## src/rtl/time_entry_counter_pkg.sv

```systemverilog
`default_nettype none
// ============================================================================
//  Module      : time_entry_counter_pkg
//  Description : Shared types and constants for the keypad-entry countdown
//                timer: controller state enum, BCD digit type, BCD constants.
//  Revision    : 1.0 - initial release
// ============================================================================
package time_entry_counter_pkg;

  // Controller states
  typedef enum logic [1:0] {
    ST_IDLE  = 2'd0,
    ST_RUN   = 2'd1,
    ST_PAUSE = 2'd2,
    ST_DONE  = 2'd3
  } state_e;

  // One BCD digit
  typedef logic [3:0] bcd_t;

  localparam bcd_t C_BCD_ZERO     = 4'd0;
  localparam bcd_t C_BCD_NINE     = 4'd9;
  localparam bcd_t C_SEC_TENS_MAX = 4'd5;

endpackage
`default_nettype wire

```

## src/rtl/keypad_encoder.sv

```systemverilog
`default_nettype none
// ============================================================================
//  Module      : keypad_encoder
//  Description : Combinational one-hot to BCD encoder for a 10-key pad.
//                o_valid is high only when exactly one key bit is set.
//  Revision    : 1.0 - initial release
// ============================================================================
module keypad_encoder
  import time_entry_counter_pkg::*;
(
  input  logic [9:0] i_keys,
  output bcd_t       o_digit,
  output logic       o_valid
);

  logic [3:0] w_count;

  // Count set bits and remember the index of the (last) set bit
  always_comb begin
    w_count = 4'd0;
    o_digit = C_BCD_ZERO;
    for (int i = 0; i < 10; i++) begin
      if (i_keys[i]) begin
        w_count = w_count + 4'd1;
        o_digit = 4'(i);
      end
    end
    o_valid = (w_count == 4'd1);
  end

endmodule
`default_nettype wire

```

## src/rtl/time_entry_counter.sv

```systemverilog
`default_nettype none
// ============================================================================
//  Module      : time_entry_counter
//  Description : Keypad-entered M:SS countdown timer. Digits shift in from
//                the right while idle; a 1 Hz tick counts down in BCD while
//                running, with a one-cycle done pulse on reaching 0:00.
//  Revision    : 1.0 - initial release
// ============================================================================
module time_entry_counter
  import time_entry_counter_pkg::*;
#(
  parameter bcd_t SEC_TENS_MAX = C_SEC_TENS_MAX
) (
  input  logic       clk,
  input  logic       reset,
  input  logic [9:0] keypad,
  input  logic       start,
  input  logic       stop,
  input  logic       clear,
  input  logic       tick,
  output logic [3:0] sec_ones,
  output logic [3:0] sec_tens,
  output logic [3:0] mins,
  output logic       running,
  output logic       done
);

  state_e     r_state;
  bcd_t       r_sec_ones;
  bcd_t       r_sec_tens;
  bcd_t       r_mins;
  logic [9:0] r_key_prev;

  state_e     w_state_nxt;
  bcd_t       w_sec_ones_nxt;
  bcd_t       w_sec_tens_nxt;
  bcd_t       w_mins_nxt;
  bcd_t       w_key_digit;
  logic       w_key_valid;
  logic       w_key_accept;
  logic       w_nonzero;

  keypad_encoder u_keypad_encoder (
    .i_keys  (keypad),
    .o_digit (w_key_digit),
    .o_valid (w_key_valid)
  );

  // A press counts only on the rising edge from an all-released keypad
  assign w_key_accept = (r_key_prev == 10'd0) && w_key_valid;
  assign w_nonzero    = (r_mins != C_BCD_ZERO) || (r_sec_tens != C_BCD_ZERO) ||
                        (r_sec_ones != C_BCD_ZERO);

  // State, digit and key-history registers
  always_ff @(posedge clk or posedge reset) begin
    if (reset) begin
      r_state    <= ST_IDLE;
      r_sec_ones <= C_BCD_ZERO;
      r_sec_tens <= C_BCD_ZERO;
      r_mins     <= C_BCD_ZERO;
      r_key_prev <= 10'd0;
    end else begin
      r_state    <= w_state_nxt;
      r_sec_ones <= w_sec_ones_nxt;
      r_sec_tens <= w_sec_tens_nxt;
      r_mins     <= w_mins_nxt;
      r_key_prev <= keypad;
    end
  end

  // Next state and next digits; clear > stop > start > tick > key, where an
  // input only takes part in a state in which it has an effect
  always_comb begin
    w_state_nxt    = r_state;
    w_sec_ones_nxt = r_sec_ones;
    w_sec_tens_nxt = r_sec_tens;
    w_mins_nxt     = r_mins;
    if (clear) begin
      w_state_nxt    = ST_IDLE;
      w_sec_ones_nxt = C_BCD_ZERO;
      w_sec_tens_nxt = C_BCD_ZERO;
      w_mins_nxt     = C_BCD_ZERO;
    end else begin
      case (r_state)
        ST_IDLE: begin
          if (start && w_nonzero) begin
            w_state_nxt = ST_RUN;
          end else if (w_key_accept) begin
            w_mins_nxt     = r_sec_tens;
            w_sec_tens_nxt = r_sec_ones;
            w_sec_ones_nxt = w_key_digit;
          end
        end
        ST_RUN: begin
          if (stop) begin
            w_state_nxt = ST_PAUSE;
          end else if (tick) begin
            if (r_sec_ones != C_BCD_ZERO) begin
              w_sec_ones_nxt = r_sec_ones - 4'd1;
            end else if (r_sec_tens != C_BCD_ZERO) begin
              w_sec_ones_nxt = C_BCD_NINE;
              w_sec_tens_nxt = r_sec_tens - 4'd1;
            end else begin
              w_sec_ones_nxt = C_BCD_NINE;
              w_sec_tens_nxt = SEC_TENS_MAX;
              w_mins_nxt     = r_mins - 4'd1;
            end
            // The only decrement that lands on 0:00 starts from 0:01
            if ((r_mins == C_BCD_ZERO) && (r_sec_tens == C_BCD_ZERO) &&
                (r_sec_ones == 4'd1)) begin
              w_state_nxt = ST_DONE;
            end
          end
        end
        ST_PAUSE: begin
          // A held stop keeps the timer paused even if start is also high
          if (!stop && start) begin
            w_state_nxt = ST_RUN;
          end
        end
        ST_DONE: begin
          w_state_nxt    = ST_IDLE;
          w_sec_ones_nxt = C_BCD_ZERO;
          w_sec_tens_nxt = C_BCD_ZERO;
          w_mins_nxt     = C_BCD_ZERO;
        end
        default: begin
          w_state_nxt = ST_IDLE;
        end
      endcase
    end
  end

  assign sec_ones = r_sec_ones;
  assign sec_tens = r_sec_tens;
  assign mins     = r_mins;
  assign running  = (r_state == ST_RUN);
  assign done     = (r_state == ST_DONE);

endmodule
`default_nettype wire

```

## config.mk

```make
export PLATFORM = sky130hd
export DESIGN_NAME = time_entry_counter
export DESIGN_NICKNAME = d
export VERILOG_FILES = /design/src/rtl/time_entry_counter_pkg.sv /design/src/rtl/keypad_encoder.sv /design/src/rtl/time_entry_counter.sv
export SDC_FILE = /design/constraint.sdc
export NUM_CORES = 1
export LEC_CHECK = 0
export ABC_AREA = 1
export BUFFER_PORTS_ARGS = -buffer_cell sky130_fd_sc_hd__buf_2
export CORE_UTILIZATION = 58
export CTS_BUF_LIST = sky130_fd_sc_hd__clkbuf_16
export DETAILED_ROUTE_END_ITERATION = 6
export MAX_ROUTING_LAYER = met4
export PLACE_DENSITY = 0.83
export SLEW_MARGIN = 0
export SYNTH_ARGS = -nofsm -noshare
export SYNTH_HDL_FRONTEND = slang
export SYNTH_SLANG_ARGS = --single-unit
export TNS_END_PERCENT = 50
```

## constraint.sdc

```tcl
create_clock -name clk -period 2.65 [get_ports clk]
set_input_delay 0.53 -clock clk [delete_from_list [all_inputs] [get_ports clk]]
set_output_delay 0.53 -clock clk [all_outputs]
set_load 0.01 [all_outputs]
```

==> results of run 1 <==
## timing repair
item	in CTS
resized for setup	20
setup buffers	31
cloned	1
endpoints found under the setup margin	12
pin swaps	16
## metrics by stage
stage | hold slack, ns | utilization | instance area (um2)
floorplan | 0.503 | - | 2150
global placement | 0.492 | 0.774 | 2600
detailed placement | 0.499 | 0.774 | 2600
CTS | 0.392 | 0.903 | 3040
## kinds of logic after synthesis
logic type	share of synthesized area
flip-flops	0.291
AO/OA/AOI/OAI	0.110
AND/OR/NAND/NOR	0.382
adder cells (fa/ha/maj)	0.103
buffers and inverters	0.102
XOR/XNOR	0.0127
==> results.sh, run 1 <==
export IMPL_num_rows=21
export IMPL_start_util=0.614
export IMPL_async_flop_share=1.00
export IMPL_syn_area_um2=2070
export IMPL_ys_types=29
export IMPL_cts_buffer_depth=2
export IMPL_synth_flop_cell="dfrtp_1"
export IMPL_cts_sinks=24
export IMPL_ys_ff_latch=24
export IMPL_synth_edf_count=0
export IMPL_crit_endpoint="sec_tens[3]$_DFFE_PP0P_/D"
export IMPL_io_pins=30
export IMPL_syn_area_per_cell_um2=6.58
export IMPL_numCtsBuffers=3
export IMPL_stop_stage="global routing"
export IMPL_numPlacedInstances=423
export IMPL_yosys_area_top_type="dfrtp_1"
export IMPL_die_w_um=61.7
export IMPL_routabilityCongestion=0.868
export IMPL_cts_hold_buf=0
export IMPL_synthTopCellsByArea="dfrtp_1 29%, nand2_1 16%, ha_1 10%, inv_1 8.9%, nand3_1 8.5%"
export IMPL_clockRootBuffer="clkbuf_16"
export IMPL_yosysSeqAreaShare=0.291
export IMPL_yosysTopAreaCellShare=0.291
export IMPL_post_synth_top_count_cell="nand2_1"
export IMPL_worstEpCategory="register input"
export IMPL_dieHeight_um=61.7
export IMPL_dpl_hpwl_mm=4.21
export IMPL_ys_warn_count=0
export IMPL_syn_num_nets=347
export IMPL_pre_cts_slack_ns=-2.74
export IMPL_grt_max_degree=25
export IMPL_error_line="[ERROR DPL-0038] Utilization greater than 100%, impossible to legalize"
export IMPL_status="stopped before the end"
export IMPL_io_buffers=29
export IMPL_syn_inst=314
export IMPL_cts_htree_levels=1
export IMPL_synth_common_cells="87 x nand2_1, 49 x inv_1, 35 x nand3_1"
==> run 2: changes to the inputs <==
--- a/config.mk
+++ b/config.mk
@@ -7,11 +7,9 @@
 export LEC_CHECK = 0
 export ABC_AREA = 1
 export BUFFER_PORTS_ARGS = -buffer_cell sky130_fd_sc_hd__buf_2
-export CORE_UTILIZATION = 58
-export CTS_BUF_LIST = sky130_fd_sc_hd__clkbuf_16
+export CORE_UTILIZATION = 40
 export DETAILED_ROUTE_END_ITERATION = 6
-export MAX_ROUTING_LAYER = met4
-export PLACE_DENSITY = 0.83
+export PLACE_DENSITY_LB_ADDON = 0.15
 export SLEW_MARGIN = 0
 export SYNTH_ARGS = -nofsm -noshare
 export SYNTH_HDL_FRONTEND = slang
==> results.sh, run 2 <==
export IMPL_status="finished, violations left"
export IMPL_violations="setup timing"
export IMPL_vdd_drop_max_mv=0.352
export IMPL_critical_path_arrival_ns=5.06
export IMPL_path_common_cell="nand2_4"
export IMPL_slowest_stage="ha_4"
export IMPL_io_pins=30
export IMPL_wl_per_cell_um=13.0
export IMPL_slew_violations=0
export IMPL_pwr_density_cell_nw_per_um2=805
export IMPL_post_route_period_util=1.83
export IMPL_syn_inst=314
export IMPL_async_flop_share=1.00
export IMPL_vias_per_cell=5.04
export IMPL_syn_num_nets=347
export IMPL_syn_area_per_cell_um2=6.58
export IMPL_synth_edf_count=0
export IMPL_coreArea_um2=4850
export IMPL_grt_max_degree=25
export IMPL_num_rows=25
export IMPL_drv_cap=0
export IMPL_hold_violations=0
export IMPL_synthTopCellsByArea="dfrtp_1 29%, nand2_1 16%, ha_1 10%, inv_1 8.9%, nand3_1 8.5%"
export IMPL_finClkSkew_ns=0.0109
export IMPL_largest_reg_flops=10
export IMPL_min_path_type="in2async"
export IMPL_crit_start="keypad[0]"
export IMPL_setup_viol_count_final=12
export IMPL_routed_wl_mm=6.34
export IMPL_die_w_um=73.9
export IMPL_grt_pass1_vias=2231
export IMPL_timing_rr_start="sec_ones[0]$_DFFE_PP0P_"
export IMPL_numCtsBuffers=3
export IMPL_synth_common_cells="87 x nand2_1, 49 x inv_1, 35 x nand3_1"
export IMPL_ys_warn_count=0
export IMPL_required_ns=2.87
export IMPL_mostFrequentLayoutCell="buf_4"
export IMPL_tightest_slew_ns=0.413
export IMPL_cts_htree_levels=1
export IMPL_area_growth_pct=57.9
export IMPL_placed_area_um2=2680
export IMPL_finish_net_count=456
export IMPL_cp_end_kind="flop"
export IMPL_yosys_area_top_type="dfrtp_1"
export IMPL_drtAntennaViolNets=0
export IMPL_fin_area_um2=3260
export IMPL_fmax_mhz=206
export IMPL_leakage_nw=1.73
export IMPL_p_total_mw=2.63
export IMPL_critPathMaxFanout=5
export IMPL_drc=0
export IMPL_ys_types=29
export IMPL_drt_iter0_drc=157
export IMPL_antenna_found_initial=0
export IMPL_rsz0062_at_grt="true"
export IMPL_post_route_min_period_ns=4.85
export IMPL_vias=2466
export IMPL_synth_flop_cell="dfrtp_1"
export IMPL_dieHeight_um=73.9
export IMPL_io_buffers=29
export IMPL_first_pass_iters=4
export IMPL_post_synth_top_count_cell="nand2_1"
export IMPL_gr_usage_all_layers=0.226
export IMPL_max_slew_margin=0.722
export IMPL_yosysTopAreaCellShare=0.291
export IMPL_yosysSeqAreaShare=0.291
export IMPL_criticalPathCategory="in2reg"
export IMPL_cts_tree="built"
export IMPL_grt_ovfl_total=0
export IMPL_dpl_hpwl_mm=4.12
export IMPL_cts_clk_slew_worst_paths_ns=0.09
export IMPL_cts_buffer_depth=2
export IMPL_routabilityCongestion=0.860
export IMPL_num_antenna_cells=0
export IMPL_top_register="r_key_prev"
export IMPL_syn_area_um2=2070
export IMPL_clk_latency_ns=0.27
export IMPL_postLayoutSetupSlackWorst_ns=-2.20
export IMPL_cts_sinks=24
export IMPL_die_area_um2=5460
export IMPL_start_util=0.426
export IMPL_grt_pass1_wl_mm=9.56
export IMPL_layout_common_cells="70 x buf_4, 67 x nand2_1, 43 x inv_1"
export IMPL_drive_above_1_share=0.417
export IMPL_setup_worst_path_start_class="input port"
export IMPL_clockRootBuffer="clkbuf_8"
export IMPL_max_stage_delay_ns=0.28
export IMPL_ys_ff_latch=24
==> run 2: cell counts after synthesis <==
Identical to the previous run, type by type.
==> run 2: power breakdown <==
part,total [mW],switching [mW],internal (mW)
clock network,0.248,0.115,0.133
logic,1.82,1.00,0.821
registers,0.557,0.0972,0.460
==> run 2: worst paths after layout <==
| check | end | slack (ns) | cells past startpoint |
|---|---|---|---|
| min in group clk | r_key_prev[0]$_DFF_PP0_ | 0.40 | 1 |
| max reg2reg | mins[3]$_DFFE_PP0P_ | 0.50 | 13 |
| min | mins[0]$_DFFE_PP0P_ | 0.29 | 3 |
| min reg2reg | sec_tens[0]$_DFFE_PP0P_ | 0.53 | 2 |
| max | mins[3]$_DFFE_PP0P_ | -2.20 | 36 |
| max in group asynchronous | r_key_prev[5]$_DFF_PP0_ | 2.12 | 3 |
==> run 2: layer usage <==
metal | track usage | wire length, um | vias to the layer above
li1 | - | - | 1239
met5 | 0 | 0 | -
met2 | 0.383 | 3200 | 71
met1 | 0.305 | 2810 | 1148
met4 | 0.0598 | 74 | 0
met3 | 0.0233 | 255 | 8
==> run 2: worst max-delay path: cells and delay by family <==
kind | cells | cell delay, ns
adder cells (fa/ha/maj) | 8 | 1.95
buffers and inverters | 6 | 0.39
AND/OR/NAND/NOR | 21 | 1.99
AO/OA/AOI/OAI | 1 | 0.18
==> run 2: cell families after synthesis <==
| group | share of synthesized area |
|---|---|
| AND/OR/NAND/NOR | 0.382 |
| AO/OA/AOI/OAI | 0.110 |
| XOR/XNOR | 0.0127 |
| adder cells (fa/ha/maj) | 0.103 |
| buffers and inverters | 0.102 |
| flip-flops | 0.291 |
==> run 2: stage by stage <==
stage / utilization / std cells / TNS (ns) / hold slack [ns] / setup WS, ns
after CTS: 0.628 / 486 / -26.35 / 0.305 / -2.21
after global routing: 0.673 / 489 / -28.19 / 0.328 / -2.36
final: 0.673 / 489 / -26.12 / 0.286 / -2.20
after global placement: 0.553 / 451 / -31.51 / 0.495 / -2.67
after detailed placement: 0.553 / 451 / -32.73 / 0.494 / -2.77
after floorplan: - / 314 / -27.08 / 0.503 / -2.28
==> run 2: timing repair <==
item / CTS / global route
gates cloned: 1 / 0
buffers inserted: 30 / 5
pin swaps: 10 / 16
hold buffers: 0 / 0
endpoints found under the setup margin: 12 / 12
gates resized for setup: 16 / 44
==> run 2: area by class of cell <==
type,instances,area [um2]
repair buffers,105,767
flip-flops and latches,24,601
fillers,409,1590
multi-input cells,237,1550
well taps,67,83.8
clock buffers,4,55.1
inverters,52,210
(Power assumes the default switching activity.)
==> run 3: changes to the inputs <==
--- a/config.mk
+++ b/config.mk
@@ -10,6 +10,7 @@
 export CORE_UTILIZATION = 40
 export DETAILED_ROUTE_END_ITERATION = 6
 export PLACE_DENSITY_LB_ADDON = 0.15
+export REMOVE_ABC_BUFFERS = 1
 export SLEW_MARGIN = 0
 export SYNTH_ARGS = -nofsm -noshare
 export SYNTH_HDL_FRONTEND = slang
==> results.sh, run 3 (synthesis results as in run 2) <==
export IMPL_largest_reg_flops=10
export IMPL_layout_common_cells="80 x buf_4, 66 x nand2_1, 42 x inv_1"
export IMPL_vias=2504
export IMPL_routabilityCongestion=0.845
export IMPL_cp_end_kind="flop"
export IMPL_grt_max_degree=25
export IMPL_slowest_stage="ha_4"
export IMPL_pre_cts_slack_ns=-3.09
export IMPL_wl_per_cell_um=13.0
export IMPL_grt_pass1_wl_mm=10.3
export IMPL_dpl_hpwl_mm=4.17
export IMPL_cts_hold_buf=0
export IMPL_max_stage_delay_ns=0.28
export IMPL_grt_pass1_vias=2325
export IMPL_grt_ovfl_total=0
export IMPL_first_pass_iters=5
export IMPL_criticalPathCategory="in2reg"
export IMPL_coreArea_um2=4850
export IMPL_pwr_density_cell_nw_per_um2=769
export IMPL_top_register="r_key_prev"
export IMPL_drive_above_1_share=0.442
export IMPL_max_slew_margin=0.362
export IMPL_start_util=0.426
export IMPL_area_growth_pct=61.3
export IMPL_cts_tree="built"
export IMPL_cts_buffer_depth=2
export IMPL_drt_iter0_drc=200
export IMPL_required_ns=2.84
export IMPL_clockRootBuffer="clkbuf_8"
export IMPL_die_area_um2=5460
export IMPL_numCtsBuffers=3
export IMPL_timing_rr_start="sec_ones[0]$_DFFE_PP0P_"
export IMPL_postLayoutSetupSlackWorst_ns=-2.25
export IMPL_gr_usage_all_layers=0.242
export IMPL_cts_sinks=24
export IMPL_num_antenna_cells=0
export IMPL_setup_worst_path_start_class="input port"
export IMPL_post_route_min_period_ns=4.90
export IMPL_drtAntennaViolNets=0
export IMPL_vdd_drop_max_mv=0.406
export IMPL_fmax_mhz=204
export IMPL_io_pins=30
export IMPL_clk_latency_ns=0.27
export IMPL_drv_cap=0
export IMPL_violations="setup timing"
export IMPL_path_common_cell="nand2_4"
export IMPL_cts_htree_levels=1
export IMPL_rsz0062_at_grt="true"
export IMPL_vias_per_cell=5.04
export IMPL_slew_violations=0
export IMPL_crit_start="keypad[1]"
export IMPL_tightest_slew_ns=0.956
export IMPL_finish_net_count=464
export IMPL_num_rows=25
export IMPL_tns_ns=-26.76
export IMPL_critPathMaxFanout=5
export IMPL_finClkSkew_ns=0.0133
export IMPL_min_path_type="in2reg"
export IMPL_status="finished, violations left"
export IMPL_antenna_found_initial=0
export IMPL_die_w_um=73.9
export IMPL_mostFrequentLayoutCell="buf_4"
export IMPL_io_buffers=29
export IMPL_drc=0
export IMPL_dieHeight_um=73.9
export IMPL_critical_path_arrival_ns=5.09
export IMPL_p_total_mw=2.56
export IMPL_post_route_period_util=1.85
export IMPL_setup_viol_count_final=12
export IMPL_routed_wl_mm=6.46
export IMPL_min_from="keypad[8]"
export IMPL_cts_clk_slew_worst_paths_ns=0.09
export IMPL_hold_violations=0
export IMPL_leakage_nw=1.76
## run 3: what timing repair did
| action | CTS | global route |
|---|---|---|
| setup endpoints to repair | 12 | 12 |
| gates resized for setup | 57 | 33 |
| gates cloned | 1 | 0 |
| setup buffers | 41 | 3 |
| pin swaps | 44 | 31 |
## run 3: worst paths after layout
| check | to | slack, ns | cells after the start |
|---|---|---|---|
| worst max-delay path | sec_ones[1]$_DFFE_PP0P_ | -2.25 | 36 |
| worst min-delay path | r_key_prev[8]$_DFF_PP0_ | 0.42 | 1 |
| worst max register to register | mins[0]$_DFFE_PP0P_ | 0.44 | 9 |
| worst min register to register | sec_tens[0]$_DFFE_PP0P_ | 0.52 | 2 |
| max in group asynchronous | r_key_prev[5]$_DFF_PP0_ | 1.59 | 2 |
| min in group asynchronous | mins[0]$_DFFE_PP0P_ | 0.47 | 2 |
## run 3: through the flow
step,utilization,instances,hold WS (ns),area (um2)
6_report,0.687,497,0.418,3330
3_5_place_dp,0.545,456,0.499,2640
4_1_cts,0.653,497,0.413,3170
2_1_floorplan,-,312,0.503,2050
5_1_grt,0.687,497,0.425,3330
3_3_place_gp,0.545,456,0.496,2640
## run 3: power by group
part           internal [mW]  total, mW  switching (mW)  leakage, nW
clock network          0.133      0.250           0.118       0.0288
registers              0.460      0.558          0.0984        0.301
logic                  0.786       1.76           0.969         1.44
total                   1.38       2.56            1.19         1.76
## run 3: final cells by class
cell class / instances / area [um2]
clock buffer: 4 / 55.1
fill: 387 / 1520
inverter: 52 / 203
multi-input combinational: 237 / 1580
sequential: 24 / 601
tap: 67 / 83.8
timing repair buffer: 113 / 811
## run 3: critical path: cells and delay by family
kind / cells / cell delay [ns]
compound gates: 2 / 0.21
fa+ha+maj: 8 / 1.97
buf+inv: 6 / 0.36
simple gates: 20 / 1.99
## run 3: metal layers
| metal | vias up | wire length [um] | GRT usage |
|---|---|---|---|
| li1 | 1256 | - | - |
| met1 | 1154 | 2890 | 0.325 |
| met2 | 86 | 3160 | 0.415 |
| met3 | 8 | 323 | 0.0343 |
| met4 | 0 | 89 | 0.0470 |
| met5 | - | 0 | 0 |
